--- config.mk ---
export PLATFORM = sky130hd
export DESIGN_NAME = bram_request_master_flat
export DESIGN_NICKNAME = d
export VERILOG_FILES = /design/src/rtl/bram_request_master_pkg.sv /design/src/rtl/bram_request_master_if.sv /design/src/rtl/bram_byte_merge.sv /design/src/rtl/bram_request_master.sv /design/src/flat_wrapper.sv
export SDC_FILE = /design/constraint.sdc
export NUM_CORES = 1
export LEC_CHECK = 0
export CORE_UTILIZATION = 47
export DETAILED_ROUTE_END_ITERATION = 10
export PLACE_DENSITY = 0.8
export SKIP_CTS_REPAIR_TIMING = 1
export SLEW_MARGIN = 25
export SYNTH_ARGS = -nofsm -noshare
export SYNTH_HDL_FRONTEND = slang
export SYNTH_SLANG_ARGS = --single-unit
--- constraint.sdc ---
create_clock -name clock -period 2.3 [get_ports clock]
set_clock_uncertainty 0.2 [all_clocks]
set_input_delay 0.46 -clock clock [delete_from_list [all_inputs] [get_ports clock]]
set_output_delay 0.46 -clock clock [all_outputs]
set_load 0.02 [all_outputs]
--- src/rtl/bram_request_master_pkg.sv ---
// bram_request_master_pkg: shared state encoding and width constants for the BRAM request master
package bram_request_master_pkg;
  localparam int DEF_DATA_WIDTH = 32;
  localparam int DEF_ADDR_WIDTH = 8;
  localparam int NUM_BYTES = DEF_DATA_WIDTH / 8;
  localparam logic [NUM_BYTES-1:0] BE_ALL = '1;
  typedef enum logic [2:0] {IDLE, READ, CAPTURE, WRITE, RESP} state_t;
  function automatic logic be_full(input logic [NUM_BYTES-1:0] be);
    return be == BE_ALL;
  endfunction
endpackage

--- src/rtl/bram_request_master_if.sv ---
// bram_request_master_if: core request/response channel plus BRAM port signals
interface bram_request_master_if #(
  parameter int DATA_WIDTH = 32,
  parameter int ADDR_WIDTH = 8
);
  logic                    req_valid;
  logic                    req_ready;
  logic                    req_write;
  logic [ADDR_WIDTH-1:0]   req_address;
  logic [DATA_WIDTH/8-1:0] req_byte_en;
  logic [DATA_WIDTH-1:0]   req_write_data;
  logic                    rsp_valid;
  logic                    rsp_ready;
  logic                    rsp_is_write;
  logic [DATA_WIDTH-1:0]   rsp_data;
  logic                    bram_readEnable;
  logic                    bram_writeEnable;
  logic [ADDR_WIDTH-1:0]   bram_address;
  logic [DATA_WIDTH-1:0]   bram_writeData;
  logic [DATA_WIDTH-1:0]   bram_readData;
  modport slave (
    input  req_valid, req_write, req_address, req_byte_en, req_write_data, rsp_ready, bram_readData,
    output req_ready, rsp_valid, rsp_is_write, rsp_data,
           bram_readEnable, bram_writeEnable, bram_address, bram_writeData
  );
  modport master (
    output req_valid, req_write, req_address, req_byte_en, req_write_data, rsp_ready, bram_readData,
    input  req_ready, rsp_valid, rsp_is_write, rsp_data,
           bram_readEnable, bram_writeEnable, bram_address, bram_writeData
  );
endinterface

--- src/rtl/bram_byte_merge.sv ---
// bram_byte_merge: per-byte select of new word where byte_en is set, old word otherwise
module bram_byte_merge #(
  parameter int DATA_WIDTH = 32
) (
  input  logic [DATA_WIDTH-1:0]   old_word,
  input  logic [DATA_WIDTH-1:0]   new_word,
  input  logic [DATA_WIDTH/8-1:0] byte_en,
  output logic [DATA_WIDTH-1:0]   merged
);
  for (genvar b = 0; b < DATA_WIDTH / 8; b++) begin : g_lane
    assign merged[8*b +: 8] = byte_en[b] ? new_word[8*b +: 8] : old_word[8*b +: 8];
  end
endmodule

--- src/rtl/bram_request_master.sv ---
// bram_request_master: turns core load/store requests into BRAM port cycles, with read-modify-write for partial stores
module bram_request_master
  import bram_request_master_pkg::*;
#(
  parameter int CORE            = 0,
  parameter int DATA_WIDTH      = DEF_DATA_WIDTH,
  parameter int ADDR_WIDTH      = DEF_ADDR_WIDTH,
  parameter int SCAN_CYCLES_MIN = 0,
  parameter int SCAN_CYCLES_MAX = 1000
) (
  input logic clock,
  input logic reset,
  input logic scan,
  bram_request_master_if.slave bus
);
  localparam int NB = DATA_WIDTH / 8;
  state_t                state, state_n;
  logic                  write_q;
  logic [ADDR_WIDTH-1:0] addr_q, addr_out;
  logic [NB-1:0]         be_q;
  logic [DATA_WIDTH-1:0] wdata_q, word_q, word_n, wd_out, merged;
  bram_byte_merge #(.DATA_WIDTH(DATA_WIDTH)) u_merge (
    .old_word(bus.bram_readData),
    .new_word(wdata_q),
    .byte_en (be_q),
    .merged  (merged)
  );
  // word_q is both the merge register and the response data
  always_comb begin
    state_n = state;
    word_n  = word_q;
    case (state)
      IDLE: if (bus.req_valid) begin
        state_n = !bus.req_write ? READ : ~|bus.req_byte_en ? RESP : (&bus.req_byte_en) ? WRITE : READ;
        word_n  = (bus.req_write && (&bus.req_byte_en)) ? bus.req_write_data : '0;
      end
      READ:    state_n = CAPTURE;
      CAPTURE: begin
        state_n = write_q ? WRITE : RESP;
        word_n  = write_q ? merged : bus.bram_readData;
      end
      WRITE:   state_n = RESP;
      RESP:    state_n = bus.rsp_ready ? IDLE : RESP;
      default: state_n = IDLE;
    endcase
  end
  always_ff @(posedge clock) begin
    if (reset) begin
      state    <= IDLE;
      write_q  <= 1'b0;
      addr_q   <= '0;
      be_q     <= '0;
      wdata_q  <= '0;
      word_q   <= '0;
      addr_out <= '0;
      wd_out   <= '0;
    end else begin
      state  <= state_n;
      word_q <= word_n;
      if (state == IDLE && bus.req_valid) begin
        write_q <= bus.req_write;
        addr_q  <= bus.req_address;
        be_q    <= bus.req_byte_en;
        wdata_q <= bus.req_write_data;
      end
      // BRAM address/data only move when an access is about to happen
      if (state_n == READ || state_n == WRITE) addr_out <= (state == IDLE) ? bus.req_address : addr_q;
      if (state_n == WRITE) wd_out <= word_n;
    end
  end
  assign bus.req_ready        = state == IDLE && !reset;
  assign bus.rsp_valid        = state == RESP && !reset;
  assign bus.rsp_is_write     = write_q;
  assign bus.rsp_data         = word_q;
  assign bus.bram_readEnable  = state == READ;
  assign bus.bram_writeEnable = state == WRITE && !reset;
  assign bus.bram_address     = addr_out;
  assign bus.bram_writeData   = wd_out;
`ifndef SYNTHESIS
  int cycle;
  always @(negedge clock) begin
    cycle <= reset ? 0 : cycle + 1;
    if (scan && cycle >= SCAN_CYCLES_MIN && cycle <= SCAN_CYCLES_MAX)
      $display("[core %0d] cyc=%0d st=%s req v=%b r=%b w=%b a=%h be=%b wd=%h | bram re=%b we=%b a=%h wd=%h rd=%h | rsp v=%b r=%b w=%b d=%h",
               CORE, cycle, state.name(), bus.req_valid, bus.req_ready, bus.req_write, bus.req_address,
               bus.req_byte_en, bus.req_write_data, bus.bram_readEnable, bus.bram_writeEnable,
               bus.bram_address, bus.bram_writeData, bus.bram_readData, bus.rsp_valid, bus.rsp_ready,
               bus.rsp_is_write, bus.rsp_data);
  end
`endif
endmodule
--- src/flat_wrapper.sv ---
// flat-port wrapper written by rule: the top's interface ports become plain ports
module bram_request_master_flat import bram_request_master_pkg::*;
#(
  parameter int CORE            = 0,
  parameter int DATA_WIDTH      = DEF_DATA_WIDTH,
  parameter int ADDR_WIDTH      = DEF_ADDR_WIDTH,
  parameter int SCAN_CYCLES_MIN = 0,
  parameter int SCAN_CYCLES_MAX = 1000
)
  (clock, reset, scan, bus_req_valid, bus_req_write, bus_req_address, bus_req_byte_en, bus_req_write_data, bus_rsp_ready, bus_bram_readData, bus_req_ready, bus_rsp_valid, bus_rsp_is_write, bus_rsp_data, bus_bram_readEnable, bus_bram_writeEnable, bus_bram_address, bus_bram_writeData);
  bram_request_master_if #(.DATA_WIDTH(DATA_WIDTH), .ADDR_WIDTH(ADDR_WIDTH)) bus_i ();
  input logic clock;
  input logic reset;
  input logic scan;
  input wire logic [$bits(bus_i.req_valid)-1:0] bus_req_valid;
  input wire logic [$bits(bus_i.req_write)-1:0] bus_req_write;
  input wire logic [$bits(bus_i.req_address)-1:0] bus_req_address;
  input wire logic [$bits(bus_i.req_byte_en)-1:0] bus_req_byte_en;
  input wire logic [$bits(bus_i.req_write_data)-1:0] bus_req_write_data;
  input wire logic [$bits(bus_i.rsp_ready)-1:0] bus_rsp_ready;
  input wire logic [$bits(bus_i.bram_readData)-1:0] bus_bram_readData;
  output wire logic [$bits(bus_i.req_ready)-1:0] bus_req_ready;
  output wire logic [$bits(bus_i.rsp_valid)-1:0] bus_rsp_valid;
  output wire logic [$bits(bus_i.rsp_is_write)-1:0] bus_rsp_is_write;
  output wire logic [$bits(bus_i.rsp_data)-1:0] bus_rsp_data;
  output wire logic [$bits(bus_i.bram_readEnable)-1:0] bus_bram_readEnable;
  output wire logic [$bits(bus_i.bram_writeEnable)-1:0] bus_bram_writeEnable;
  output wire logic [$bits(bus_i.bram_address)-1:0] bus_bram_address;
  output wire logic [$bits(bus_i.bram_writeData)-1:0] bus_bram_writeData;
  assign bus_i.req_valid = bus_req_valid;
  assign bus_i.req_write = bus_req_write;
  assign bus_i.req_address = bus_req_address;
  assign bus_i.req_byte_en = bus_req_byte_en;
  assign bus_i.req_write_data = bus_req_write_data;
  assign bus_i.rsp_ready = bus_rsp_ready;
  assign bus_i.bram_readData = bus_bram_readData;
  assign bus_req_ready = bus_i.req_ready;
  assign bus_rsp_valid = bus_i.rsp_valid;
  assign bus_rsp_is_write = bus_i.rsp_is_write;
  assign bus_rsp_data = bus_i.rsp_data;
  assign bus_bram_readEnable = bus_i.bram_readEnable;
  assign bus_bram_writeEnable = bus_i.bram_writeEnable;
  assign bus_bram_address = bus_i.bram_address;
  assign bus_bram_writeData = bus_i.bram_writeData;
  bram_request_master #(.CORE(CORE), .DATA_WIDTH(DATA_WIDTH), .ADDR_WIDTH(ADDR_WIDTH), .SCAN_CYCLES_MIN(SCAN_CYCLES_MIN), .SCAN_CYCLES_MAX(SCAN_CYCLES_MAX)) u_core (.clock(clock), .reset(reset), .scan(scan), .bus(bus_i));
endmodule
Yosys cells after proc, flatten, opt, wreduce, memory -nomap -nowiden
Cells that the tools add are included.
{"block": "word_totals", "ff_bits": 120, "input_bits": 82, "word_cells": 40}
{"block": "op_classes", "n_eq_ne": 6, "mux": 16, "n_reduce_logical": 10}
{"op": "$mux 32", "count": 3}
{"op": "$pmux 32 s2", "count": 1}
{"op": "$mux 8", "count": 5}
{"op": "$mux 3", "count": 5}
{"op": "$pmux 3 s5", "count": 1}
{"op": "$eq 3x2->1 const B", "count": 3}
{"op": "$eq 3x1->1 const B", "count": 2}
{"op": "$logic_and 1x1->1", "count": 5}
{"op": "$reduce_and 4->1", "count": 1}
{"op": "$reduce_or 4->1", "count": 1}
{"op": "$eq 3x3->1 const B", "count": 1}
{"op": "$logic_not 3->1", "count": 1}
{"op": "$mux 2", "count": 1}
{"op": "$logic_not 1->1", "count": 1}
{"op": "$logic_or 1x1->1", "count": 1}

Logic depth before layout (Yosys ltp)
Gate-level depths: netlist (run 1).
{"block": "logic_depth", "word_depth": 8, "ltp_mapped": 9}

Modules after synthesis
From an unflattened synthesis (run 1), not the netlist that was laid out.
{"block": "unflattened", "hier_cells": 636, "hier_area_um2": 5830.6}
{"mod": "bram_request_master", "n_inst": 1, "cells_each": 600, "area_each_um2": 5305.1, "seq_area_each_um2": 2402.3}
{"mod": "bram_byte_merge", "n_inst": 1, "cells_each": 36, "area_each_um2": 525.5, "seq_area_each_um2": 0.0}

Worst setup path before layout (run 1)
OpenSTA, ideal clock, no wires.
{"block": "synth_path", "path_type": "flip-flop to flip-flop", "startpoint": "register u_core.state[1]", "endpoint": "register u_core.wd_out[10], in the netlist u_core.bus.bram_writeData[10]", "arrival_time_ps": 1723, "path_slack_ps": 225, "stages_incl_launch_ff": 8, "path_buffers": 3, "period_less_slack_ps": 2075, "cell_sequence": "dfxtp_1 -> buf_6 -> or4b_1 -> or3_1 -> buf_2 -> nand2b_2 -> buf_6 -> a221oi_2"}
{"block": "synth_via", "elab_chain_cells": 3, "elab_cells_between_ends": 9}
{"element": "from (decl)", "line_no": "bram_request_master.sv:17", "source": "state_t state, state_n;"}
{"element": "from (signal assigned)", "line_no": "bram_request_master.sv:58", "source": "state <= state_n;"}
{"element": "$eq 3x3->1, or another cell as far along", "line_no": "bram_request_master.sv:32", "source": "case (state)"}
{"element": "$pmux 3 s5", "line_no": "bram_request_master.sv:32"}
{"element": "$eq 3x2->1", "line_no": "bram_request_master.sv:68", "source": "if (state_n == WRITE) wd_out <= word_n;"}
{"element": "to (signal assigned)", "line_no": "bram_request_master.sv:68"}
{"element": "to (decl)", "line_no": "bram_request_master.sv:21", "source": "logic [DATA_WIDTH-1:0] wdata_q, word_q, word_n, wd_out, merged;"}
Parallel ways exist; a longest one is shown, timed or not.
A chain may end at the register's enable or synchronous reset.

Final worst setup path (run 1)
{"block": "layout_path", "startpoint": "input port bus_req_valid", "endpoint": "register u_core.wd_out[9], in the netlist u_core.bus.bram_writeData[9]"}
{"block": "layout_via", "elab_chain_cells": 3, "elab_cells_between_ends": 5}
{"element": "from (decl)", "line_no": "flat_wrapper.sv:15", "source": "input wire logic [$bits(bus_i.req_valid)-1:0] bus_req_valid;"}
{"element": "$mux 3", "line_no": "bram_request_master.sv:33", "source": "IDLE: if (bus.req_valid) begin"}
{"element": "$pmux 3 s5", "line_no": "bram_request_master.sv:32"}
{"element": "$eq 3x2->1", "line_no": "bram_request_master.sv:68"}
Parallel ways exist; a longest one is shown, timed or not.

==> flow_metrics.env, run 1 <==
export IMPL_status="finished, final reports clean"
export IMPL_insertion_delay_ns=0.40
export IMPL_fin_crit_sh_pct=96.9
export IMPL_route_met3_wl_mm=1.38
export IMPL_numCtsBuffers=17
export IMPL_io_buffers=157
export IMPL_end_kind="flip-flop"
export IMPL_nFillCells=776
export IMPL_fmaxAchievable_ghz=0.449
export IMPL_syn_inst=632
export IMPL_detail_route_wl_per_cell_um=17.9
export IMPL_start_util_pct=48.7
export IMPL_grt_max_degree=58
export IMPL_p_per_area_mw_per_mm2=801
export IMPL_startpoint_type="input port"
export IMPL_drv_slew=0
export IMPL_die_w_um=109
export IMPL_worst_slack_ns=0.0724
export IMPL_ys_warn_count=0
export IMPL_grt_use_total_pct=28.1
export IMPL_cts_sinks=120
export IMPL_hp_class="reg -> reg"
export IMPL_synthArstFlopShare_pct=0
export IMPL_hp_start="u_core.bus.rsp_data[28]$_SDFF_PP0_"
export IMPL_cts_root_buffer="clkbuf_16"
export IMPL_cap_violations=0
export IMPL_syn_nets=714
export IMPL_synth_edf_count=0
export IMPL_top_layer="met4"
export IMPL_ff2ff_path_depth=6
export IMPL_peakVddDrop_v=0.000602
export IMPL_drive_above_1_share_pct=18.4
export IMPL_dieArea_sq_mm=0.0118
export IMPL_ant_nets=0
export IMPL_r2r_slack_ns=0.15
export IMPL_synth_top_area_share_pct=44.9
export IMPL_crit_arrival_ns=2.27
export IMPL_yosysUniqueCellTypes=33
export IMPL_avgSynthCellArea_sq_um=8.46
export IMPL_rr_startpoint="u_core.state[1]$_SDFF_PP0_"
export IMPL_final_area_sq_mm=0.00790
export IMPL_initialDrtViolationCount=330
export IMPL_ios=159
export IMPL_drc=0
export IMPL_hold_slack_ns=0.249
export IMPL_syn_to_final_growth_pct=47.7
export IMPL_place_gp_congestion=0.841
export IMPL_crit_type="in -> reg"
export IMPL_finalCriticalPeriod_ns=2.23
export IMPL_yosysSeqAreaShare_pct=44.9
export IMPL_clk_pin_slew_ns=0.06
export IMPL_required_ns=2.34
export IMPL_wl_met1_mm=6.88
export IMPL_globalRouteOverflowTotal=0
export IMPL_cts_max_path_buffers=2
export IMPL_syn_area_sq_mm=0.00535
export IMPL_holdPathEnd="u_core.bus.rsp_data[28]$_SDFF_PP0_"
export IMPL_drt_wl_total_mm=16.8
export IMPL_p_leak_nw=2.88
export IMPL_nets=867
export IMPL_antennaDiodeCount=0
export IMPL_setup_viol=0
export IMPL_grt_pass1_wl_mm=25.7
export IMPL_tritoncts="yes"
export IMPL_vias_per_cell=5.79
export IMPL_vias=5433
export IMPL_firstDrtPassIters=5
export IMPL_dp_slack_ns=-0.613
export IMPL_core_sq_mm=0.0110
export IMPL_worst_pin_slew_ns=0.692
export IMPL_placed_cell_area_sq_mm=0.00716
export IMPL_synth_main_ff_cell="dfxtp_1"
export IMPL_dr_wl_met2_mm=8.11
export IMPL_ys_seq_elements=120
export IMPL_r2r_end="u_core.bus.bram_writeData[9]$_SDFFE_PP0N_"
export IMPL_ys_top_cells_by_count="126 x nand2_1, 120 x dfxtp_1, 118 x a21oi_1, 41 x clkbuf_1, 37 x nor2_1"
export IMPL_ctsHtreeMaxLevel=4
export IMPL_whs_path_depth=2
export IMPL_dp_cells=904
export IMPL_yosysMostFrequentCell="nand2_1"
export IMPL_hold_viol_final=0
export IMPL_crit_fanout=8
export IMPL_num_rows=38
export IMPL_instances_no_fill=938
export IMPL_fp_dieH_um=109
export IMPL_relSlewSlack_pct=53.9
export IMPL_grt_pass1_vias=5204
export IMPL_antenna_found_initial=0
export IMPL_dp_hpwl_mm=11.1
export IMPL_synth_top_area_cell="dfxtp_1"
export IMPL_synth_area_leaders="dfxtp_1 45%, a21oi_1 11%, nand2_1 8.8%"
export IMPL_rsz0062_at_grt="no"
kinds of logic after synthesis:
kind of cell | after synthesis | synth area share [%]
AO/OA/AOI/OAI | 226 | 31.2
buffers and inverters | 68 | 6.11
flip-flops | 120 | 44.9
multiplexers | 8 | 1.50
AND/OR/NAND/NOR | 210 | 16.3
metrics by stage:
step / total power [mW] / TNS, ns / utilization [%]
global route: 6.54 / 0 / 72.0
finish: 6.33 / 0 / 72.0
CTS: 6.32 / -7.19 / 71.0
detailed placement: 3.51 / -29.89 / 65.2
global placement: 3.47 / -27.55 / 65.2
floorplan: 2.98 / 0 / -
placed cells by master, fill, tap and decap left out, types with 5 or more instances in the layout:
cell type / count
clkdlybuf4s50_1: 152
buf_4: 32
nor2_1: 35
clkbuf_16: 19
a31oi_1: 32
o31ai_1: 8
a21bo_2: 32
clkinvlp_4: 5
mux2i_1: 8
a221oi_2: 31
dfxtp_1: 119
nand2_1: 126
buf_12: 5
nand3_1: 33
a21oi_1: 118
worst max-delay path: stages:
cell and delay [ns]:
clkdlybuf4s50_1 0.50, or4b_4 0.49, or3_4 0.39, nand2b_4 0.17
clkbuf_16 0.19, a221oi_2 0.07
worst max-delay path by stage:
stage | startpoint | to | slack, ns | cells past startpoint
6_report | bus_req_valid | u_core.bus.bram_writeData[9]$_SDFFE_PP0N_ | 0.07 | 6
5_1_grt | u_core.state[1]$_SDFF_PP0_ | bus_rsp_valid | 0.03 | 4
4_1_cts | bus_req_valid | u_core.bus.bram_writeData[0]$_SDFFE_PP0N_ | -0.24 | 5
3_5_place_dp | bus_req_valid | u_core.bus.bram_writeData[1]$_SDFFE_PP0N_ | -0.61 | 5
3_3_place_gp | bus_req_valid | u_core.bus.bram_writeData[1]$_SDFFE_PP0N_ | -0.57 | 5
2_1_floorplan | u_core.state[1]$_SDFF_PP0_ | u_core.bus.bram_writeData[10]$_SDFFE_PP0N_ | 0.23 | 7
layer usage:
metal	GRT usage [%]	up-vias
met5	0	-
met1	35.0	2565
li1	-	2560
met2	46.5	274
met4	13.1	0
met3	5.98	34
flip-flops by register name, summed over array words and instances, names as in the netlist:
name and count:
u_core.addr_q 8, u_core.bus.rsp_is_write 1, u_core.state 3, u_core.be_q 4, u_core.bus.bram_address 8, u_core.wdata_q 32, u_core.bus.rsp_data 32, u_core.bus.bram_writeData 32
cell type report:
| cell class | instances | area [sq um] | share of cell area (%) |
|---|---|---|---|
| clock buffer | 19 | 443 | 5.60 |
| tap | 140 | 175 | 2.22 |
| clock inverter | 13 | 193 | 2.44 |
| sequential | 120 | 2400 | 30.4 |
| multi-input combinational | 444 | 2660 | 33.7 |
| inverter | 3 | 11.3 | 0.142 |
| timing repair buffer | 199 | 2010 | 25.5 |
power by group:
part | internal (mW) | switching, mW
clock network | 1.85 | 0.975
registers | 2.23 | 0.105
logic | 0.534 | 0.639
total | 4.61 | 1.72
(Power assumes the default switching activity.)
==> run 2, diff against run 1 <==
- GPL_TIMING_DRIVEN: default -> 0
==> run 2 against run 1 <==
Final area fell by 0.21%. Sequential power hardly changed. Largest cell class unchanged. Largest power group unchanged. Critical endpoint is now u_core.bus.bram_writeData[28]$_SDFFE_PP0N_. Clock power about the same.
==> flow_metrics.env, run 2 (synthesized netlist as in run 1, its figures left out) <==
export IMPL_status="finished, final reports clean"
export IMPL_cts_sinks=120
export IMPL_crit_arrival_ns=2.30
export IMPL_drt_wl_total_mm=17.6
export IMPL_power_switching_mw=1.74
export IMPL_crit_chain="buf_6 > or4b_1 > or3_1 > buf_2 > nand2b_4 > buf_12 > a221oi_2"
export IMPL_instances_no_fill=964
export IMPL_firstDrtPassIters=5
export IMPL_initialDrtViolationCount=409
export IMPL_fmaxAchievable_ghz=0.445
export IMPL_cts_max_path_buffers=2
export IMPL_ff2ff_path_depth=7
export IMPL_worst_pin_slew_ns=0.711
export IMPL_p_int_mw=4.60
export IMPL_crit_type="reg -> reg"
export IMPL_detail_route_wl_per_cell_um=18.3
export IMPL_p_per_area_mw_per_mm2=804
export IMPL_peakVddDrop_v=0.000527
export IMPL_ctsHtreeMaxLevel=4
export IMPL_place_gp_congestion=0.865
export IMPL_dieArea_sq_mm=0.0118
export IMPL_clock_power_share_pct=44.9
export IMPL_syn_to_final_growth_pct=47.4
export IMPL_insertion_delay_ns=0.41
export IMPL_relSlewSlack_pct=52.6
export IMPL_crit_fanout=10
export IMPL_vias=5552
export IMPL_ios=159
export IMPL_fin_crit_sh_pct=97.8
export IMPL_antenna_found_initial=0
export IMPL_required_ns=2.35
export IMPL_antennaDiodeCount=0
export IMPL_die_w_um=109
export IMPL_hold_viol_final=0
export IMPL_ant_nets=0
export IMPL_startpoint_type="flip-flop"
export IMPL_core_sq_mm=0.0110
export IMPL_numCtsBuffers=17
export IMPL_fp_dieH_um=109
export IMPL_drv_slew=0
export IMPL_p_leak_nw=2.90
export IMPL_dp_cells=929
export IMPL_final_area_sq_mm=0.00789
export IMPL_drc=0
export IMPL_grt_max_degree=17
export IMPL_utilization_pct=71.8
export IMPL_io_buffers=157
export IMPL_start_util_pct=48.7
export IMPL_tritoncts="yes"
export IMPL_vias_per_cell=5.76
export IMPL_clk_pin_slew_ns=0.05
export IMPL_p_sw_share_pct=27.4
export IMPL_cts_root_buffer="clkbuf_16"
export IMPL_setup_viol=0
export IMPL_cap_violations=0
export IMPL_tns_ns=0
export IMPL_layout_commonest_cell="clkdlybuf4s50_1"
export IMPL_nets=893
export IMPL_dp_hpwl_mm=12.0
export IMPL_grt_pass1_wl_mm=26.9
export IMPL_layout_common_cells="151 x clkdlybuf4s50_1, 126 x nand2_1, 119 x dfxtp_1, 118 x a21oi_1, 34 x nor2_1"
export IMPL_globalRouteOverflowTotal=0
export IMPL_grt_use_total_pct=29.6
export IMPL_power_share_sequential_pct=36.4
export IMPL_num_rows=38
export IMPL_crit_slowest_cell="or4b_1"
export IMPL_hp_class="in -> reg"
export IMPL_end_kind="flip-flop"
export IMPL_grt_pass1_vias=5441
export IMPL_combPwrFrac_pct=18.7
export IMPL_drive_above_1_share_pct=17.5
export IMPL_finalCriticalPeriod_ns=2.25
export IMPL_placed_cell_area_sq_mm=0.00710
export IMPL_crit_path_max_incr_delay_ns=0.51
export IMPL_whs_path_depth=3
[run 2: per-stage QoR]
stage	hold slack (ns)	total power, mW	setup slack, ns
after global routing	0.242	6.55	-0.00790
final	0.227	6.34	0.0505
after detailed placement	0.243	3.48	-0.792
after floorplan	0.236	2.98	0.225
after global placement	0.240	3.44	-0.784
after CTS	0.251	6.31	-0.796
[run 2: cell type report]
class	instances	area, sq um
tap	140	175
multi-input combinational	444	2660
clock buffer	20	457
timing repair buffer	162	1620
buffer	63	374
inverter	3	15.0
clock inverter	12	174
sequential	120	2400
fill	831	3100
[run 2: worst paths after layout]
path	start	to	slack, ns
worst max-delay path	u_core.state[1]$_SDFF_PP0_	u_core.bus.bram_writeData[28]$_SDFFE_PP0N_	0.05
worst min-delay path	bus_req_valid	u_core.state[1]$_SDFF_PP0_	0.23
worst max register to register	u_core.state[1]$_SDFF_PP0_	u_core.bus.bram_writeData[28]$_SDFFE_PP0N_	0.05
worst min register to register	u_core.bus.rsp_data[2]$_SDFF_PP0_	u_core.bus.rsp_data[2]$_SDFF_PP0_	0.25
[run 2: routing by layer]
metal / track usage, % / vias to the layer above / share of wire, %
met2: 50.0 / 298 / 48
met1: 36.9 / 2596 / 41
met5: 0 / - / 0
met4: 12.9 / 0 / 2.9
li1: - / 2609 / -
met3: 5.50 / 49 / 7.9
[run 2: worst max-delay path, delay by kind of cell, from the launching register on]
family / cells / cell delay (ns)
AOI/OAI and AO/OA: 1 / 0.07
buffers and inverters: 3 / 0.50
DFF: 1 / 0.31
and+or+nand+nor: 3 / 1.00
[run 2: power by group through the flow]
stage	clock [mW]	combinational [mW]	sequential [mW]
after floorplan	0	0.564	2.42
after global placement	0	1.10	2.34
after detailed placement	0	1.13	2.35
after CTS	2.86	1.14	2.30
after global routing	2.96	1.27	2.32
final	2.85	1.19	2.31
